[src/rtl/phase_signal_generator.sv]
// Phase signal generator: REF/MES square-wave pair with programmable period
// and signed phase offset. New configurations are held in shadow registers
// and take effect only at a period boundary, or on the next cycle while the
// generator is disabled.
module phase_signal_generator #(
    parameter int WIDTH          = 32,
    parameter int DEFAULT_PERIOD = 8
) (
    input  logic             clock,
    input  logic             reset,
    input  logic             enable,
    input  logic [WIDTH-1:0] cfg_period,
    input  logic [WIDTH-1:0] cfg_delay,
    input  logic             cfg_sign,
    input  logic             cfg_load,
    output logic             cfg_busy,
    output logic             cfg_ack,
    output logic             cfg_err,
    output logic             REF,
    output logic             MES
);

    typedef enum logic {
        IDLE = 1'b0,
        PEND = 1'b1
    } cfg_state_t;

    cfg_state_t       state_q;
    cfg_state_t       state_d;

    // Active configuration, drives the waveforms
    logic [WIDTH-1:0] act_period;
    logic [WIDTH-1:0] act_delay;
    logic             act_sign;

    // Shadow configuration, waits for the next period boundary
    logic [WIDTH-1:0] sh_period;
    logic [WIDTH-1:0] sh_delay;
    logic             sh_sign;

    logic [WIDTH-1:0] ph;
    logic [WIDTH-1:0] half;
    logic             load_ok;
    logic             wrap;
    logic             apply;

    // MES is high when the phase shifted by the effective delay falls in the
    // first half of the period. The shift wraps with a compare-and-add rather
    // than a modulo, using one extra bit so P-D and ph+P-d_eff never overflow.
    function automatic logic mes_high(
        input logic [WIDTH-1:0] p,
        input logic [WIDTH-1:0] per,
        input logic [WIDTH-1:0] dly,
        input logic             sgn,
        input logic [WIDTH-1:0] hlf
    );
        logic [WIDTH:0] d_eff;
        logic [WIDTH:0] m;
        if (sgn && (dly != '0))
            d_eff = {1'b0, per} - {1'b0, dly};
        else
            d_eff = {1'b0, dly};
        if ({1'b0, p} >= d_eff)
            m = {1'b0, p} - d_eff;
        else
            m = {1'b0, p} + {1'b0, per} - d_eff;
        return (m < {1'b0, hlf});
    endfunction

    assign half     = act_period >> 1;
    assign load_ok  = cfg_load && (cfg_period >= WIDTH'(4)) && (cfg_delay < cfg_period);
    assign wrap     = (ph == act_period - WIDTH'(1));
    assign apply    = (state_q == PEND) && (!enable || wrap);
    assign cfg_busy = (state_q == PEND);

    // Config state register
    always_ff @(posedge clock or posedge reset) begin
        if (reset)
            state_q <= IDLE;
        else
            state_q <= state_d;
    end

    // Config next state: a new valid load always (re)enters PEND, even when
    // the old shadow is being applied in the same cycle
    always_comb begin
        state_d = state_q;
        case (state_q)
            IDLE: if (load_ok) state_d = PEND;
            PEND: begin
                if (load_ok)
                    state_d = PEND;
                else if (apply)
                    state_d = IDLE;
            end
            default: state_d = IDLE;
        endcase
    end

    // Shadow capture on every accepted load; last load wins
    always_ff @(posedge clock or posedge reset) begin
        if (reset) begin
            sh_period <= WIDTH'(DEFAULT_PERIOD);
            sh_delay  <= '0;
            sh_sign   <= 1'b0;
        end else if (load_ok) begin
            sh_period <= cfg_period;
            sh_delay  <= cfg_delay;
            sh_sign   <= cfg_sign;
        end
    end

    // Active config and phase counter; apply restarts the period at 0
    always_ff @(posedge clock or posedge reset) begin
        if (reset) begin
            act_period <= WIDTH'(DEFAULT_PERIOD);
            act_delay  <= '0;
            act_sign   <= 1'b0;
            ph         <= '0;
        end else if (apply) begin
            act_period <= sh_period;
            act_delay  <= sh_delay;
            act_sign   <= sh_sign;
            ph         <= '0;
        end else if (enable) begin
            ph <= wrap ? '0 : ph + WIDTH'(1);
        end else begin
            ph <= '0;
        end
    end

    // Registered waveforms and status pulses
    always_ff @(posedge clock or posedge reset) begin
        if (reset) begin
            REF     <= 1'b0;
            MES     <= 1'b0;
            cfg_ack <= 1'b0;
            cfg_err <= 1'b0;
        end else begin
            REF     <= enable && (ph < half);
            MES     <= enable && mes_high(ph, act_period, act_delay, act_sign, half);
            cfg_ack <= apply;
            cfg_err <= cfg_load && !load_ok;
        end
    end

endmodule

[config.mk]
export PLATFORM = sky130hd
export DESIGN_NAME = phase_signal_generator
export DESIGN_NICKNAME = d
export VERILOG_FILES = /design/src/rtl/phase_signal_generator.sv
export SDC_FILE = /design/constraint.sdc
export NUM_CORES = 1
export LEC_CHECK = 0
export CORE_UTILIZATION = 63
export DETAILED_ROUTE_END_ITERATION = 12
export PLACE_DENSITY_LB_ADDON = 0.2
export SYNTH_ARGS = -nofsm -noshare
export SYNTH_HDL_FRONTEND = slang
export SYNTH_SLANG_ARGS = --single-unit
[constraint.sdc]
create_clock -name clock -period 10.1 [get_ports clock]
set_input_delay 3.03 -clock clock [delete_from_list [all_inputs] [get_ports clock]]
set_output_delay 3.03 -clock clock [all_outputs]
set_load 0.01 [all_outputs]
==> results.yml, run 1 <==
status:
  status: "completed"
yosys:
  yosysSeqAreaShare: 0.262
  synth_area_leaders: "dfrtp_1 (26%), ha_1 (15%), mux2_2 (6.8%), xnor2_1 (5.2%), a21oi_1 (4.0%)"
  synth_nets: 2029
  ys_types: 69
  syn_area_per_cell_um2: 9.17
  synth_largest_area_cell: "dfrtp_1"
  synth_fa_ha_area_frac: 0.189
  netlist_area_um2: 16000
  synth_cells: 1740
  yosysTopAreaCellShare: 0.259
  synthSimpleGateAreaFrac: 0.145
  synth_xor_xnor_area_share: 0.0818
  ys_warn_count: 0
  synthMuxAreaShare: 0.112
  synth-compound-area-share: 0.164
  synth_top_family_by_area: "adder cells"
  synthArstFlopShare: 1.00
  synth_edf_count: 0
  synth_seq_cells: 167
  synthFlopType: "dfrtp_1"
routing:
  vias_per_cell: 6.29
  route.detailed.drc: 0
  vias: 13414
  first_pass_iters: 8
  routed_wl_mm: 41.6
  wl_per_cell_um: 19.5
  ant_nets: 0
  drt-initial-drc-count: 1067
placed_design:
  gp_congestion: 0.999
  portBuffers: 73
  dp.final_hpwl_mm: 32.9
job:
  maxCapViolCount: 0
min_path:
  min_path_cells: 1
  hold_path_class: "flop to flop"
  hold_start: "sh_delay[19]"
  whs_endpoint: "sh_delay[19]"
worst_setup_path:
  critPathCaptureType: "flop"
  cpPeakStageDelay_ns: 0.53
  start_kind: "flop"
  reg2reg_from: "act_period[0]"
  r2r_cells: 32
  ff2ff_setup_slack_ns: 1.29
  crit_type: "flop to flop"
  critPathArrivalTime_ns: 9.11
  critPathMaxFanout: 39
  rr_endpoint: "MES"
  crit_slowest_cell: "a221oi_1"
  critPathRequiredTime_ns: 10.40
clock_network:
  cts.root.buffer_cell: "clkbuf_16"
  cts_buffer_depth: 2
  clock_latency_ns: 0.44
  postCtsHoldBufs: 0
  clock_sinks: 167
  clk_pin_slew_ns: 0.07
  cts.repair.resized: 0
  cts_tree: "yes"
  cts-buffers-inserted: 17
  post_cts.repair.setup_buffers: 0
  htreeDepth: 4
floorplan:
  rows: 57
  die_y_um: 161
  die_w_um: 161
  core-area_um2: 24600
  start_util: 0.648
  ios: 74
  die-area_um2: 26000
global_routing:
  grt_pass1_vias: 13033
  grtUsageMet2: 0.513
  grt-ovfl-total: 0
  grt_pass1_wl_mm: 67.6
  grt_use_met3: 0.0503
  use_met1: 0.483
  gr-usage-all-layers: 0.331
  antenna_found_initial: 0
  grt_max_degree: 103
  top_usage_layer: "met2"
sta:
  max_freq_mhz: 114
  final_max_slew_viol_count: 0
  finalSetupViolations: 0
  fin_skew_ns: 0.00882
  finalHoldViolations: 0
  tightest_slew_ns: 1.20
  fin_crit_sh: 0.872
  layout_min_cycle_time_ns: 8.81
  finalSetupTns_ns: 0
  slew-limit-headroom: 0.200
  rsz0062_at_grt: "no"
cells_and_area:
  final_common_cell: "ha_1"
  n_antenna_cell: 0
  fillers: 1858
  fin_nets: 2084
  final_cell_mix: "ha_1 (189), dfrtp_1 (165), inv_1 (142)"
  drive_above_1_share: 0.110
  syn_to_final_growth_pct: 10.2
  multi_input_area_um2: 11100
  seq_area_um2: 4180
[how the worst max path moves through the flow]
stage                        startpoint   to  slack (ns)
after floorplan           act_period[0]  MES        2.21
after global placement    act_period[0]  MES        1.79
after detailed placement  act_period[0]  MES        1.47
after CTS                 act_period[0]  MES        1.41
after global routing      act_period[0]  MES        0.64
final                     act_period[0]  MES        1.29
[per-layer routing]
layer	up-vias	part of all wire	wire length [um]
li1	6387	-	-
met5	-	0	0
met4	0	0.021	885
met1	6450	0.47	19400
met3	62	0.074	3090
met2	515	0.44	18300
[cells by family (layout without fill, tap and decap cells)]
logic type	after synthesis	in the layout
and+or+nand+nor	457	457
AOI/OAI and AO/OA	411	411
adders and majority gates	223	223
buffers and inverters	186	254
DFF	167	167
xor gates and xnor gates	149	149
muxes	147	147
[synth_stat cells, drive strengths merged (22+ instances only)]
cell and count:
a21oi 127, nand3 46, a21o 68, nor3 32, nor4 32, o21ai 91, fa 31, nand2b 24
and3 22, mux2 135, xnor2 94, xor2 55, nand4 31, nor2 125, dfrtp 165, ha 189
nand2 83, inv 143, clkbuf 32
[area by class of cell]
| class | count | area share |
|---|---|---|
| Timing Repair Buffer | 79 | 0.0441 |
| Clock buffer | 20 | 0.0266 |
| Multi-Input combinational cell | 1387 | 0.630 |
| Sequential cell | 167 | 0.238 |
| Tap cell | 324 | 0.0231 |
| Clock inverter | 12 | 0.00740 |
| Inverter | 143 | 0.0308 |
[worst max-delay path: cells and delay by family, from the launching register on]
kind            cells  cell delay (ns)
buf+inv             3             0.61
fa+ha+maj           6             2.05
compound gates     18             4.81
simple gates        3             0.36
flops               1             0.43
mux                 1             0.29
xor+xnor            1             0.09
[registers in the layout (all words and copies together) (netlist names)]
register / cells
act_delay: 32
act_period: 32
ph: 32
sh_delay: 32
sh_period: 32
MES: 1
REF: 1
act_sign: 1
cfg_ack: 1
cfg_busy: 1
cfg_err: 1
sh_sign: 1
[stage by stage]
stage / instances / utilization / setup WS (ns) / cell area [um2] / hold WS (ns)
2_1_floorplan: 1740 / - / 2.21 / 16000 / 0.475
6_report: 2132 / 0.714 / 1.29 / 17600 / 0.506
3_3_place_gp: 2100 / 0.690 / 1.79 / 17000 / 0.482
4_1_cts: 2132 / 0.714 / 1.41 / 17600 / 0.508
3_5_place_dp: 2100 / 0.690 / 1.47 / 17000 / 0.491
5_1_grt: 2132 / 0.714 / 0.637 / 17600 / 0.519
Power of run 1 is not shown: default switching activity piles up to over one toggle a cycle in this logic, so the estimate is an artifact.
==> run 2, diff against run 1 <==
--- a/config.mk
+++ b/config.mk
@@ -5,7 +5,7 @@
 export SDC_FILE = /design/constraint.sdc
 export NUM_CORES = 1
 export LEC_CHECK = 0
-export CORE_UTILIZATION = 63
+export CORE_UTILIZATION = 56
 export DETAILED_ROUTE_END_ITERATION = 12
 export PLACE_DENSITY_LB_ADDON = 0.2
 export SYNTH_ARGS = -nofsm -noshare
==> results.yml, run 2 (same netlist as run 1, synthesis figures left out) <==
clock_network:
  cts_buffer_depth: 2
  clk_pin_slew_ns: 0.07
  clock_sinks: 167
  htreeDepth: 4
  cts.root.buffer_cell: "clkbuf_16"
  cts.repair.resized: 0
  post_cts.repair.setup_buffers: 0
  cts-buffers-inserted: 17
  clock_latency_ns: 0.44
  postCtsHoldBufs: 0
  cts_tree: "yes"
worst_setup_path:
  crit_slowest_cell: "a221oi_1"
  start_kind: "flop"
  crit_type: "flop to flop"
  critPathMaxFanout: 39
  critPathArrivalTime_ns: 8.96
  reg2reg_from: "act_period[0]"
  critPathCaptureType: "flop"
  cp_num_buf_inv: 3
  cp_top_family: "compound AO/OA/AOI/OAI gates"
  critPathRequiredTime_ns: 10.42
  cpPeakStageDelay_ns: 0.47
  startpoint: "act_period[0]"
cells_and_area:
  final_cell_mix: "ha_1 (189), dfrtp_1 (165), inv_1 (142)"
  syn_to_final_growth_pct: 10.7
  fillers: 2392
  n_antenna_cell: 0
  final_common_cell: "ha_1"
  drive_above_1_share: 0.109
  fin_nets: 2083
sta:
  layout_min_cycle_time_ns: 8.64
  max_freq_mhz: 116
  tightest_slew_ns: 1.19
  finalSetupViolations: 0
  rsz0062_at_grt: "no"
  final_max_slew_viol_count: 0
  fin_skew_ns: 0.0101
  fin_crit_sh: 0.856
  finalHoldViolations: 0
  finalSetupTns_ns: 0
  slew-limit-headroom: 0.209
global_routing:
  grt_max_degree: 92
  grt-ovfl-total: 0
  grt_pass1_wl_mm: 66.4
  antenna_found_initial: 0
  gr-usage-all-layers: 0.296
  grt_pass1_vias: 12528
floorplan:
  die_y_um: 171
  core-area_um2: 27900
  die_w_um: 171
  start_util: 0.571
  rows: 61
  ios: 74
  die-area_um2: 29200
min_path:
  hold_path_class: "flop to flop"
  hold_start: "sh_period[13]"
routing:
  ant_nets: 0
  vias: 13241
  routed_wl_mm: 41.8
  vias_per_cell: 6.06
  drt-initial-drc-count: 961
  wl_per_cell_um: 19.1
  first_pass_iters: 5
  route.detailed.drc: 0
placed_design:
  portBuffers: 73
  gp_congestion: 0.949
  dp.final_hpwl_mm: 33.5
status:
  status: "completed"
job:
  maxCapViolCount: 0
==> run 2: changes by cell type in the layout (fill, tap and decap cells not counted), moves of 2 or more <==
cell,previous run,this run
inv_6,5,3
clkinvlp_4,0,4
bufinv_16,1,3
inv_8,3,1
==> run 2: final cells by class <==
class	instances	area, um2	area share
tap	378	473	0.0268
inverter	143	542	0.0307
multi-input combinational	1387	11100	0.627
timing repair buffer	78	768	0.0435
clock buffer	20	457	0.0259
clock inverter	12	166	0.00942
sequential	167	4180	0.237
==> run 2: worst paths after layout <==
kind,end,slack (ns),depth (start not counted)
worst min-delay path,act_period[13],0.50,1
max in group asynchronous,sh_delay[26],5.49,3
worst min register to register,act_period[13],0.50,1
worst max-delay path,MES,1.46,32
min in group asynchronous,sh_period[2],3.13,2
worst max register to register,MES,1.46,32
==> run 2: stage by stage <==
step	instance area, um2	setup slack (ns)	instances	hold WS, ns	utilization
global placement	17000	1.77	2153	0.483	0.610
detailed placement	17000	1.57	2153	0.489	0.610
CTS	17700	1.54	2185	0.502	0.632
floorplan	16000	2.21	1740	0.475	-
global route	17700	0.774	2185	0.512	0.632
finish	17700	1.46	2185	0.503	0.632
==> run 2: layer usage <==
layer / vias to the layer above / wire length [um] / GRT usage
met1: 6379 / 20200 / 0.438
met4: 0 / 853 / 0.0858
met3: 42 / 2450 / 0.0319
met2: 440 / 18300 / 0.455
li1: 6380 / - / -
met5: - / 0 / 0
==> run 2: worst register-to-register path: cells and delay by family (launching register included) <==
family          cells  cell delay [ns]
xor+xnor            1             0.09
simple gates        3             0.37
flops               1             0.44
fa+ha+maj           6             2.05
buf+inv             3             0.63
compound gates     18             4.66
mux                 1             0.29
Power of run 2 is left out for the same reason.
==> run 3, diff against run 2 <==
--- a/config.mk
+++ b/config.mk
@@ -7,7 +7,9 @@
 export LEC_CHECK = 0
 export CORE_UTILIZATION = 56
 export DETAILED_ROUTE_END_ITERATION = 12
+export GPL_TIMING_DRIVEN = 0
 export PLACE_DENSITY_LB_ADDON = 0.2
+export RECOVER_POWER = 50
 export SYNTH_ARGS = -nofsm -noshare
 export SYNTH_HDL_FRONTEND = slang
 export SYNTH_SLANG_ARGS = --single-unit
==> results.yml, run 3 (same netlist as run 1, synthesis figures left out) <==
worst_setup_path:
  cp_num_buf_inv: 4
  critPathCaptureType: "flop"
  critPathArrivalTime_ns: 9.52
  crit_type: "flop to flop"
  cp_top_family: "compound AO/OA/AOI/OAI gates"
  cpPeakStageDelay_ns: 0.49
  critPathRequiredTime_ns: 10.40
  start_kind: "flop"
  critPathMaxFanout: 10
  crit_slowest_cell: "dfrtp_1"
  critical_path.most_common_cell: "a21o_1"
cells_and_area:
  stdcell_count: 2224
  fillers: 2314
  n_antenna_cell: 0
  final_common_cell: "ha_1"
  final_cell_mix: "ha_1 (189), dfrtp_1 (165), inv_1 (142)"
  drive_above_1_share: 0.114
  stdcell_area_um2: 17800
  finish.utilization: 0.637
  syn_to_final_growth_pct: 11.6
  fin_nets: 2122
sta:
  finalSetupTns_ns: 0
  slew-limit-headroom: -1.00
  layout_min_cycle_time_ns: 9.22
  fin_skew_ns: 0.00856
  max_freq_mhz: 109
  rsz0062_at_grt: "no"
  tightest_slew_ns: 3.00
  final_max_slew_viol_count: 170
  finalSetupViolations: 0
  fin_crit_sh: 0.912
  finalHoldViolations: 0
clock_network:
  cts_tree: "yes"
  cts_buffer_depth: 2
  cts.root.buffer_cell: "clkbuf_16"
  post_cts.repair.setup_buffers: 0
  clk_pin_slew_ns: 0.07
  clock_latency_ns: 0.43
  clock_sinks: 167
  cts-buffers-inserted: 17
  htreeDepth: 4
floorplan:
  rows: 61
  core-area_um2: 27900
  die_y_um: 171
  die_w_um: 171
  start_util: 0.571
  ios: 74
  die-area_um2: 29200
routing:
  drt-initial-drc-count: 900
  first_pass_iters: 7
  wl_per_cell_um: 19.0
  vias: 13374
  routed_wl_mm: 42.1
  route.detailed.drc: 0
  vias_per_cell: 6.01
  ant_nets: 0
global_routing:
  grt_pass1_wl_mm: 67.6
  grt_pass1_vias: 12879
  gr-usage-all-layers: 0.301
  grt_max_degree: 126
  grt-ovfl-total: 0
  antenna_found_initial: 0
placed_design:
  placed_cells: 2192
  gp_congestion: 0.975
  place_area_um2: 17200
  dp.final_hpwl_mm: 34.8
  portBuffers: 73
job:
  maxCapViolCount: 2
status:
  status: "finished with violations"
  violations: "capacitance limit, slew limit"
min_path:
  hold_path_class: "flop to flop"
-- run 3: cell types whose count changed in the layout (fill, tap and decap cells not counted), moves of 2 or more --
| cell | before | now |
|---|---|---|
| buf_6 | 0 | 4 |
| clkinvlp_4 | 4 | 1 |
| buf_4 | 5 | 1 |
| o21ai_4 | 2 | 0 |
| buf_2 | 0 | 5 |
| clkinv_4 | 2 | 4 |
| clkbuf_2 | 0 | 6 |
| clkdlybuf4s50_1 | 73 | 70 |
| dlygate4sd3_1 | 0 | 3 |
| clkbuf_1 | 1 | 28 |
-- run 3: final timing paths --
path                          startpoint       endpoint  slack, ns  depth (start not counted)
setup reg to reg           act_period[0]            MES       0.88                         41
hold reg to reg             sh_delay[16]  act_delay[16]       0.51                          1
hold / removal              sh_delay[16]  act_delay[16]       0.51                          1
min in group asynchronous          reset    sh_delay[3]       3.55                          2
setup / recovery           act_period[0]            MES       0.88                         41
max in group asynchronous          reset  act_delay[29]       2.90                          3
-- run 3: area by class of cell --
class / count / area (um2) / share of cell area
buffer: 43 / 208 / 0.0117
clock buffer: 19 / 443 / 0.0249
clock inverter: 13 / 160 / 0.00900
inverter: 143 / 538 / 0.0302
multi-input combinational: 1387 / 11100 / 0.621
sequential: 167 / 4180 / 0.235
tap: 378 / 473 / 0.0266
timing repair buffer: 74 / 736 / 0.0413
-- run 3: through the flow --
| step | hold slack [ns] | setup slack (ns) |
|---|---|---|
| final | 0.505 | 0.884 |
| after global routing | 0.516 | 0.0414 |
| after CTS | 0.508 | 0.0694 |
| after detailed placement | 0.494 | -0.742 |
| after global placement | 0.485 | -0.666 |
| after floorplan | 0.475 | 2.21 |
-- run 3: routing by layer --
layer  global-route usage  part of all wire  up-vias
li1                     -                 -     6486
met1                0.422              0.46     6404
met2                0.478              0.45      410
met3               0.0305             0.053       74
met4                0.116             0.034        0
met5                    0                 0        -
-- run 3: what timing repair did --
item	CTS	global route
pin swaps	0	0
gates cloned	0	0
setup endpoints to repair	1	1
gates resized for setup	5	11
hold buffers	0	0
Power of run 3 is left out for the same reason.
